<file path="src/rtl/sfm_tcdm_ldst_arbiter.sv">
// Load/store arbiter merging NB_LD_CH load and NB_ST_CH store channels onto one TCDM port.
// Ports: clk_i/rst_ni/clear_i, enable_i, arb_mode_i, ch_* channel side, tcdm_* initiator side, status outputs.
module sfm_tcdm_ldst_arbiter #(
    parameter int unsigned NB_LD_CH        = 2,
    parameter int unsigned NB_ST_CH        = 2,
    parameter int unsigned DW              = 32,
    parameter int unsigned AW              = 32,
    parameter int unsigned MAX_OUTSTANDING = 4,
    localparam int unsigned NCH = NB_LD_CH + NB_ST_CH,
    localparam int unsigned IDW = (NB_LD_CH > 1) ? $clog2(NB_LD_CH) : 1,
    localparam int unsigned CW  = $clog2(MAX_OUTSTANDING + 1),
    localparam int unsigned BW  = DW / 8
) (
    input  logic                clk_i,
    input  logic                rst_ni,
    input  logic                clear_i,
    input  logic                enable_i,
    input  logic                arb_mode_i,
    input  logic [NCH-1:0]      ch_req_i,
    output logic [NCH-1:0]      ch_gnt_o,
    input  logic [NCH*AW-1:0]   ch_add_i,
    input  logic [NCH*DW-1:0]   ch_data_i,
    input  logic [NCH*BW-1:0]   ch_be_i,
    output logic [DW-1:0]       ch_r_data_o,
    output logic [NB_LD_CH-1:0] ch_r_valid_o,
    output logic                tcdm_req_o,
    input  logic                tcdm_gnt_i,
    output logic [AW-1:0]       tcdm_add_o,
    output logic                tcdm_wen_o,
    output logic [DW-1:0]       tcdm_data_o,
    output logic [BW-1:0]       tcdm_be_o,
    input  logic [DW-1:0]       tcdm_r_data_i,
    input  logic                tcdm_r_valid_i,
    output logic [CW-1:0]       outstanding_o,
    output logic                idle_o,
    output logic                err_o
);

    localparam int unsigned SW = (NCH > 1) ? $clog2(NCH) : 1;
    localparam int unsigned PW = (MAX_OUTSTANDING > 1) ? $clog2(MAX_OUTSTANDING) : 1;

    logic [IDW-1:0] fifo_q [MAX_OUTSTANDING];
    logic [PW-1:0]  wr_q, wr_d, rd_q, rd_d;
    logic [CW-1:0]  cnt_q, cnt_d;
    logic [SW-1:0]  rr_q, rr_d;
    logic           err_q;

    logic [NCH-1:0] elig;
    logic [SW-1:0]  sel;
    logic           any_elig, sel_ld, full, empty;
    logic           hs, push, pop;
    logic [IDW-1:0] head;

    function automatic logic [PW-1:0] ptr_inc(input logic [PW-1:0] p);
        return (p == PW'(MAX_OUTSTANDING - 1)) ? '0 : p + 1'b1;
    endfunction

    assign full  = (cnt_q == CW'(MAX_OUTSTANDING));
    assign empty = (cnt_q == '0);
    assign pop   = tcdm_r_valid_i & ~empty;
    assign head  = fifo_q[rd_q];

    // A full FIFO still accepts a load when a response frees a slot this cycle.
    always_comb begin
        for (int c = 0; c < int'(NCH); c++) begin
            elig[c] = ch_req_i[c] & enable_i;
            if (c < int'(NB_LD_CH))
                elig[c] = elig[c] & (~full | tcdm_r_valid_i);
        end
    end

    always_comb begin
        int   idx;
        logic found;
        sel   = '0;
        found = 1'b0;
        idx   = 0;
        if (arb_mode_i) begin
            for (int i = int'(NCH) - 1; i >= 0; i--)
                if (elig[i]) sel = SW'(i);
        end else begin
            for (int i = 0; i < int'(NCH); i++) begin
                idx = int'(rr_q) + i;
                if (idx >= int'(NCH)) idx = idx - int'(NCH);
                if (!found && elig[idx]) begin
                    sel   = SW'(idx);
                    found = 1'b1;
                end
            end
        end
    end

    assign any_elig = |elig;
    assign sel_ld   = ({1'b0, sel} < (SW+1)'(NB_LD_CH));
    assign hs       = any_elig & tcdm_gnt_i;
    assign push     = hs & sel_ld;

    assign tcdm_req_o  = any_elig;
    assign tcdm_wen_o  = sel_ld;
    assign tcdm_add_o  = ch_add_i[int'(sel)*AW +: AW];
    assign tcdm_data_o = ch_data_i[int'(sel)*DW +: DW];
    assign tcdm_be_o   = ch_be_i[int'(sel)*BW +: BW];

    always_comb begin
        ch_gnt_o = '0;
        if (any_elig) ch_gnt_o[sel] = tcdm_gnt_i;
    end

    for (genvar l = 0; l < int'(NB_LD_CH); l++) begin : g_rv
        assign ch_r_valid_o[l] = pop & (head == IDW'(l));
    end

    assign ch_r_data_o   = tcdm_r_data_i;
    assign outstanding_o = cnt_q;
    assign idle_o        = ~|ch_req_i & empty;
    assign err_o         = err_q;

    always_comb begin
        rr_d = rr_q;
        if (hs) rr_d = (sel == SW'(NCH - 1)) ? '0 : sel + 1'b1;
        wr_d = push ? ptr_inc(wr_q) : wr_q;
        rd_d = pop ? ptr_inc(rd_q) : rd_q;
        unique case ({push, pop})
            2'b10:   cnt_d = cnt_q + 1'b1;
            2'b01:   cnt_d = cnt_q - 1'b1;
            default: cnt_d = cnt_q;
        endcase
    end

    always_ff @(posedge clk_i or negedge rst_ni) begin
        if (!rst_ni) begin
            rr_q  <= '0;
            wr_q  <= '0;
            rd_q  <= '0;
            cnt_q <= '0;
            err_q <= 1'b0;
        end else if (clear_i) begin
            rr_q  <= '0;
            wr_q  <= '0;
            rd_q  <= '0;
            cnt_q <= '0;
            err_q <= 1'b0;
        end else begin
            rr_q  <= rr_d;
            wr_q  <= wr_d;
            rd_q  <= rd_d;
            cnt_q <= cnt_d;
            if (tcdm_r_valid_i & empty) err_q <= 1'b1;
        end
    end

    // Storage needs no reset: pointers and count define what is valid.
    always_ff @(posedge clk_i) begin
        if (push) fifo_q[wr_q] <= sel[IDW-1:0];
    end

endmodule

</file>
<file path="config.mk">
export PLATFORM = sky130hd
export DESIGN_NAME = sfm_tcdm_ldst_arbiter
export DESIGN_NICKNAME = d
export VERILOG_FILES = /design/src/rtl/sfm_tcdm_ldst_arbiter.sv
export SDC_FILE = /design/constraint.sdc
export NUM_CORES = 1
export LEC_CHECK = 0
export CAP_MARGIN = 25
export CORE_AREA = 2 2 165 167
export DETAILED_ROUTE_END_ITERATION = 8
export DIE_AREA = 0 0 167 169
export SYNTH_ARGS = -nofsm -noshare
export SYNTH_HDL_FRONTEND = slang
export SYNTH_SLANG_ARGS = --single-unit
</file>
<file path="constraint.sdc">
create_clock -name clk_i -period 6.5 [get_ports clk_i]
set_clock_uncertainty 0.15 [all_clocks]
set_input_delay 0.65 -clock clk_i [delete_from_list [all_inputs] [get_ports clk_i]]
set_output_delay 0.65 -clock clk_i [all_outputs]
set_load 0.02 [all_outputs]
</file>
==> summary.md, run 1 <==
| Metric | Value |
|---|---|
| RSZ-0062 raised after global routing | no |
| Crit-path cells | clkdlybuf4s50_1 > nor4b_4 > nor2_1 > nor4b_1 > o41a_2 > buf_12 > mux2i_1 > clkdlybuf4s50_1 |
| Adder-Cell Fraction of Synth Area | 0.0364 |
| Slew @ Worst Pin | 0.994 ns |
| Netlist cell types | 40 |
| Yosys reg bits | 14 |
| Worst setup path category | input port to output pin |
| Layout cell share with drive strength beyond 1 | 0.0204 |
| GPL Wtd Cong | 0.785 |
| Pin count of the biggest net entering global routing | 76 |
| Max Slew Vio Count | 0 |
| Worst path top cell family by delay | buffers and inverters |
| DIE WIDTH | 167 um |
| Gate Count Post-Synth | 376 |
| Worst skew pair latency | ~0.24 ns |
| Root buf cell | clkbuf_16 |
| Top Ports | between 400 and 500 |
| Max cap viols | 0 |
| Top cells by area, synth | mux2i_1, buf_4, dfrtp_1, buf_6, edfxtp_1 |
| Post-synthesis async set-or-reset flop share | 0.714 |
| EDFF count, synth | 4 |
| H-tree Lvls | 1 |
| Final hold slack | around 0.35 ns |
| Core Area | between 20000 and 30000 um^2 |
| Hold Vio Cnt, Final | 0 |
| PnR worst setup slack | 1.48 ns |
| Wire length per cell | 15.8 um |
| Gr ovfl total | 0 |
| Clock-pin slew on the worst setup and hold paths | ~0.05 ns |
| Leakage power | between 0.002 and 0.003 uW |
| Crit start category | input port |
| Yosys top cell by area | mux2i_1 |
| Critical Path End Type | output pin |
| Cell row count | 60 |
| Final nets | between 1000 and 1500 |
| Maximum vdd drop | 111 uV |
| TritonRoute pass-1 iters | 4 |
| Crit path max-delay cell type | o41a_2 |
| DR vias | between 4000 and 5000 |
| IO buf count | 363 |
| Synthesis Warnings | 0 |
| Clk sinks | 14 |
| Simple-gate portion of the synthesized area | 0.0775 |
| Crit Path Max Fanout | 46 |
| Gr usage total | 0.103 |
| Post-synthesis sequential area ratio | 0.102 |
| Vias/cell | roughly 3.9 |
| First-pass GRT wire length | around 23000 um |
| Fin Setup TNS | 0 ns |
| CTS buffer count | 3 |
| Fmax achieved | 0.199 GHz |
| DR iter-0 viols | 93 |
| Rel. slew slack | 0.337 |
| Synth Area in XOR/XNOR | 0.00240 |
| Area Overhead vs Synth | 102% |
| Proportion of synthesized area in mux cells | 0.595 |
| Main synth FF type | dfrtp_1 |
| CTS resizes | 0 |
| Final worst-path cycle share | 0.772 |
| Cell mode on critical path | clkdlybuf4s50_1 |
| Count of final setup violators | 0 |
| Crit path DAT | between 4 and 5 ns |
| Avg Cell Area, Syn | 9.70 um^2 |
| Status | finished, final reports clean |
| Post-DP HPWL | 14200 um |
| Setup fix buffers added after clock tree synthesis | 0 |
| Hold buffer count at CTS | 0 |
| Initial antenna violation count | 0 |
| PD cells | 154 nW/um^2 |
| Synth Net Count | 701 |
| Final Critical Period | 5.02 ns |
| Die ar. | 28200 um^2 |
| CP bufs+invs | 3 |
| Die Y | approximately 170 um |
| Final ANT Viol Nets | 0 |
| Drt drc | 0 |
| Vias in the first global route | 4138 |
| CP required | 5.70 ns |
| CTS tree | done |
| WL final | 16200 um |
| Worst hold path class | register to register |
| Post-Place Setup Slack | 1.44 ns |
| Initial core utilization | 0.138 |
| Antenna fix cells | 0 |
| Slowest stage delay, CP | about 0.86 ns |
| Clk buf depth | 2 |
| Area share of the largest cell type after synthesis | 0.579 |
| Post-Syn Area | 3650 um^2 |
| Largest family of logic cells by synthesized area | multiplexers |
| Synth Area in Compound Gates | 0.0405 |
worst reg2reg max path: stages, from the launching register on:
cell and delay [ns]:
dfrtp_1 0.48, nor4b_4 0.45, nor2_1 0.10, and4_1 0.21, o41a_2 0.86, ha_1 0.45
mux2i_1 0.13, nor2_1 0.05
cell families (layout without fill, tap and decap cells):
family / count (synthesis) / after routing
flip-flops: 14 / 14
adder cells (fa/ha/maj): 10 / 10
buffers and inverters: 68 / 378
AO/OA/AOI/OAI: 19 / 19
XOR/XNOR: 1 / 1
multiplexers: 215 / 215
AND/OR/NAND/NOR: 49 / 49
synthesized netlist by cell type, types with 2 or more instances:
cell type,n
mux2i_1,211
buf_4,34
buf_6,20
nor2_1,17
dfrtp_1,10
and2_1,9
ha_1,9
inv_1,6
nand2b_1,5
nor2b_1,5
a21oi_1,4
edfxtp_1,4
nor3_1,4
buf_2,3
clkbuf_1,3
o21ai_0,3
a2111oi_0,2
inv_2,2
mux2_1,2
nand2_1,2
o21ai_1,2
layout make-up:
class	count	area, um^2
sequential	14	370
clock inverter	1	3.75
fill	2889	19100
multi-input combinational	294	2750
timing repair buffer	366	3690
inverter	8	30.0
tap	341	427
clock buffer	3	75.1
metrics by stage:
stage | instances | instance area, um^2 | power, uW | utilization
final | 1027 | 7350 | 1130 | 0.277
after global routing | 1027 | 7350 | 1210 | 0.277
after CTS | 1027 | 7350 | 1150 | 0.277
after detailed placement | 1023 | 7270 | 1030 | 0.274
after global placement | 1023 | 7270 | 1020 | 0.274
after floorplan | 376 | 3650 | 638 | -
power by group:
| part | switching, uW | internal, uW |
|---|---|---|
| logic | 395 | 484 |
| registers | 27.4 | 108 |
| clock network | 36.1 | 81.4 |
| total | 458 | 674 |
metal layers:
layer | vias to the layer above | GRT usage | part of all wire
met1 | 1834 | 0.115 | 0.38
met3 | 10 | 0.0267 | 0.081
li1 | 1964 | - | -
met2 | 219 | 0.201 | 0.53
met4 | 0 | 0.0105 | 0.0054
met5 | - | 0 | 0
cell usage in the layout (no fill, tap or decap), drive strengths merged, types with 5 or more instances in the layout:
cell / instances
clkdlybuf4s50: 363
mux2i: 211
nor2: 17
dfrtp: 10
and2: 9
ha: 9
inv: 8
nand2b: 5
nor2b: 5
o21ai: 5
path summary, 6_finish.rpt:
kind / from / end / slack [ns] / cells after the start
worst max-delay path: tcdm_r_valid_i / tcdm_data_o[13] / 1.48 / 8
worst min-delay path: err_o$_DFFE_PN0P_ / err_o$_DFFE_PN0P_ / 0.35 / 2
worst max register to register: outstanding_o[0]$_DFFE_PN0P_ / rr_q[1]$_DFFE_PN0P_ / 3.49 / 7
worst min register to register: err_o$_DFFE_PN0P_ / err_o$_DFFE_PN0P_ / 0.35 / 2
max in group asynchronous: rst_ni / rd_q[0]$_DFFE_PN0P_ / 5.28 / 1
min in group asynchronous: rst_ni / wr_q[1]$_DFFE_PN0P_ / 0.59 / 1
registers in the layout, indices dropped and copies added, names as in the netlist:
name / cells
fifo_q: 4
outstanding_o: 3
rd_q: 2
rr_q: 2
wr_q: 2
err_o: 1
(Power assumes the default switching activity.)
==> inputs of run 2 (changes only) <==
--- a/config.mk
+++ b/config.mk
@@ -6,9 +6,9 @@
 export NUM_CORES = 1
 export LEC_CHECK = 0
 export CAP_MARGIN = 25
-export CORE_AREA = 2 2 165 167
+export CORE_AREA = 2 2 166 168
 export DETAILED_ROUTE_END_ITERATION = 8
-export DIE_AREA = 0 0 167 169
+export DIE_AREA = 0 0 168 170
 export SYNTH_ARGS = -nofsm -noshare
 export SYNTH_HDL_FRONTEND = slang
 export SYNTH_SLANG_ARGS = --single-unit
==> constraint.sdc (replaced) <==
create_clock -name clk_i -period 4.6 [get_ports clk_i]
set_clock_uncertainty 0.15 [all_clocks]
set_input_delay 0.46 -clock clk_i [delete_from_list [all_inputs] [get_ports clk_i]]
set_output_delay 0.46 -clock clk_i [all_outputs]
set_load 0.02 [all_outputs]
==> run 2 against run 1 <==
Clock power up 42%. Routed wire length fell by 1.1%. Non-clock buffer count is 6 higher. Sequential cell count unchanged. Critical path type unchanged. Critical endpoint is now tcdm_data_o[5]. Highest routed layer unchanged.
==> summary.md, run 2 (same netlist as run 1, synthesis figures left out) <==
| Metric | Value |
|---|---|
| Status | finished, final reports clean |
| Worst skew pair latency | 0.24 ns (about the same) |
| Count of final setup violators | 0 (unchanged) |
| CTS resizes | 0 (unchanged) |
| Clk sinks | 14 (unchanged) |
| Initial core utilization | 0.137 (-0.000775) |
| Slew @ Worst Pin | 0.528 ns (-0.466 ns) |
| Root buf cell | clkbuf_16 |
| Crit path DAT | 3.56 ns (-0.66 ns) |
| Final ANT Viol Nets | 0 (unchanged) |
| Initial antenna violation count | 0 (unchanged) |
| Final nets | 1018 (+0.59%) |
| DR iter-0 viols | 117 (+26%) |
| Die Y | 170 um (+0.59%) |
| IO buf count | 363 (unchanged) |
| Gr ovfl total | 0 (unchanged) |
| Dpl cells | 1029 (+0.59%) |
| Fin Setup TNS | 0 ns (unchanged) |
| Post-DP HPWL | 14100 um (-0.60%) |
| Reg with most FFs | fifo_q |
| H-tree Lvls | 1 (unchanged) |
| GPL Wtd Cong | 0.784 (-0.18%) |
| Finished Layout Cells | 1033 (+0.58%) |
| Hold buffer count at CTS | 0 (unchanged) |
| Vias/cell | 3.88 (-1.1%) |
| Maximum vdd drop | 113 uV (+1.6%) |
| Design Area, Final | 7460 um^2 (+1.5%) |
| Crit path max-delay cell type | clkdlybuf4s50_1 |
| Gr usage total | 0.101 (-0.00187) |
| Clock-pin slew on the worst setup and hold paths | 0.05 ns (about the same) |
| Layout cell share with drive strength beyond 1 | 0.0361 (+0.0157) |
| Top Ports | 428 (unchanged) |
| RSZ-0062 raised after global routing | no |
| Cell row count | 60 (unchanged) |
| Final worst-path cycle share | 0.906 |
| Rel. slew slack | 0.638 (+0.301) |
| Setup fix buffers added after clock tree synthesis | 0 (unchanged) |
| Clk buf depth | 2 (unchanged) |
| Pin count of the biggest net entering global routing | 56 (-26%) |
| DP Area | 7380 um^2 (+1.5%) |
| Leakage power | 0.00276 uW (+2.3%) |
| CP required | 3.99 ns (-1.71 ns) |
| DIE WIDTH | 168 um (+0.60%) |
| Area Overhead vs Synth | 105% |
| Antenna fix cells | 0 (unchanged) |
| DR vias | 4005 (-0.55%) |
| Max reg flops | 4 (unchanged) |
| Crit start category | input port |
| Crit-path cells | clkdlybuf4s50_1 > nor4b_4 > o21ai_1 > o32ai_4 > buf_12 > buf_4 > mux2i_1 > mux2i_1 > clkdlybuf4s50_1 |
| Worst hold path class | register to register |
| Vias in the first global route | 4078 (-1.4%) |
| Crit Path Max Fanout | 20 (-57%) |
| Wire length per cell | 15.5 um (-1.7%) |
| TritonRoute pass-1 iters | 4 (unchanged) |
| Die ar. | 28600 um^2 (+1.2%) |
| Slowest stage delay, CP | 0.65 ns (-0.21 ns) |
| Commonest non-fill, non-tap cell in the layout | clkdlybuf4s50_1 |
| Max Slew Vio Count | 0 (unchanged) |
| CTS tree | done |
| CTS buffer count | 3 (unchanged) |
| Most frequent cells in the layout | clkdlybuf4s50_1, mux2i_1, nor2_1 |
| Max cap viols | 0 (unchanged) |
| PD cells | 219 nW/um^2 (+42%) |
| Utilization after layout | 0.280 (+0.00247) |
| Hold Vio Cnt, Final | 0 (unchanged) |
| Critical Path End Type | output pin |
| Fmax achieved | 0.240 GHz |
| WL final | 16100 um (-1.1%) |
| Final Critical Period | about 4.2 ns |
| Core Area | 26700 um^2 (+0.57%) |
| Worst setup path category | input port to output pin |
| Drt drc | 0 (unchanged) |
| First-pass GRT wire length | 22700 um (-0.15%) |
-- run 2: path summary, 6_finish.rpt --
path                                                 to  cells past startpoint                 from  slack [ns]
max                                      tcdm_data_o[5]                      9       tcdm_r_valid_i        0.43
min reg2reg                           err_o$_DFFE_PN0P_                      2    err_o$_DFFE_PN0P_        0.36
max in group asynchronous           wr_q[1]$_DFFE_PN0P_                      1               rst_ni        3.59
min in group asynchronous           rd_q[0]$_DFFE_PN0P_                      1               rst_ni        0.39
min                                   err_o$_DFFE_PN0P_                      2    err_o$_DFFE_PN0P_        0.36
max reg2reg                outstanding_o[2]$_DFFE_PN0P_                      8  rr_q[0]$_DFFE_PN0P_        1.75
-- run 2: metal layers --
metal | vias up | GRT usage | part of all wire
met5 | - | 0 | 0
met4 | 0 | 0.0140 | 0.0095
met3 | 15 | 0.0312 | 0.093
met2 | 231 | 0.190 | 0.51
met1 | 1780 | 0.115 | 0.39
li1 | 1979 | - | -
-- run 2: critical path: cells and delay by family --
family	cells	cell delay, ns
buffers and inverters	4	1.68
AND/OR/NAND/NOR	1	0.46
multiplexers	2	0.35
AO/OA/AOI/OAI	2	0.59
-- run 2: stage by stage --
step                power (uW)  worst slack [ns]  hold WS [ns]
finish                    1640             0.430         0.358
global route              1750             0.168         0.413
global placement          1490             0.424         0.344
detailed placement        1490             0.357         0.348
floorplan                  901              1.71        0.0144
CTS                       1660             0.347         0.361
-- run 2: area by class of cell --
cell class,instances,area (um^2)
clock buffer,3,75.1
clock inverter,1,3.75
fill,2809,19200
inverter,8,30.0
multi-input combinational,294,2750
sequential,14,370
tap,341,427
timing repair buffer,372,3800
-- run 2: power breakdown --
part / switching (uW) / total (uW) / leakage, uW / internal [uW]
Combinational: 570 / 1280 / 0.00255 / 708
Clock: 50.6 / 166 / 0.0000385 / 115
Sequential: 39.7 / 193 / 0.000172 / 153
Total: 661 / 1640 / 0.00276 / 976
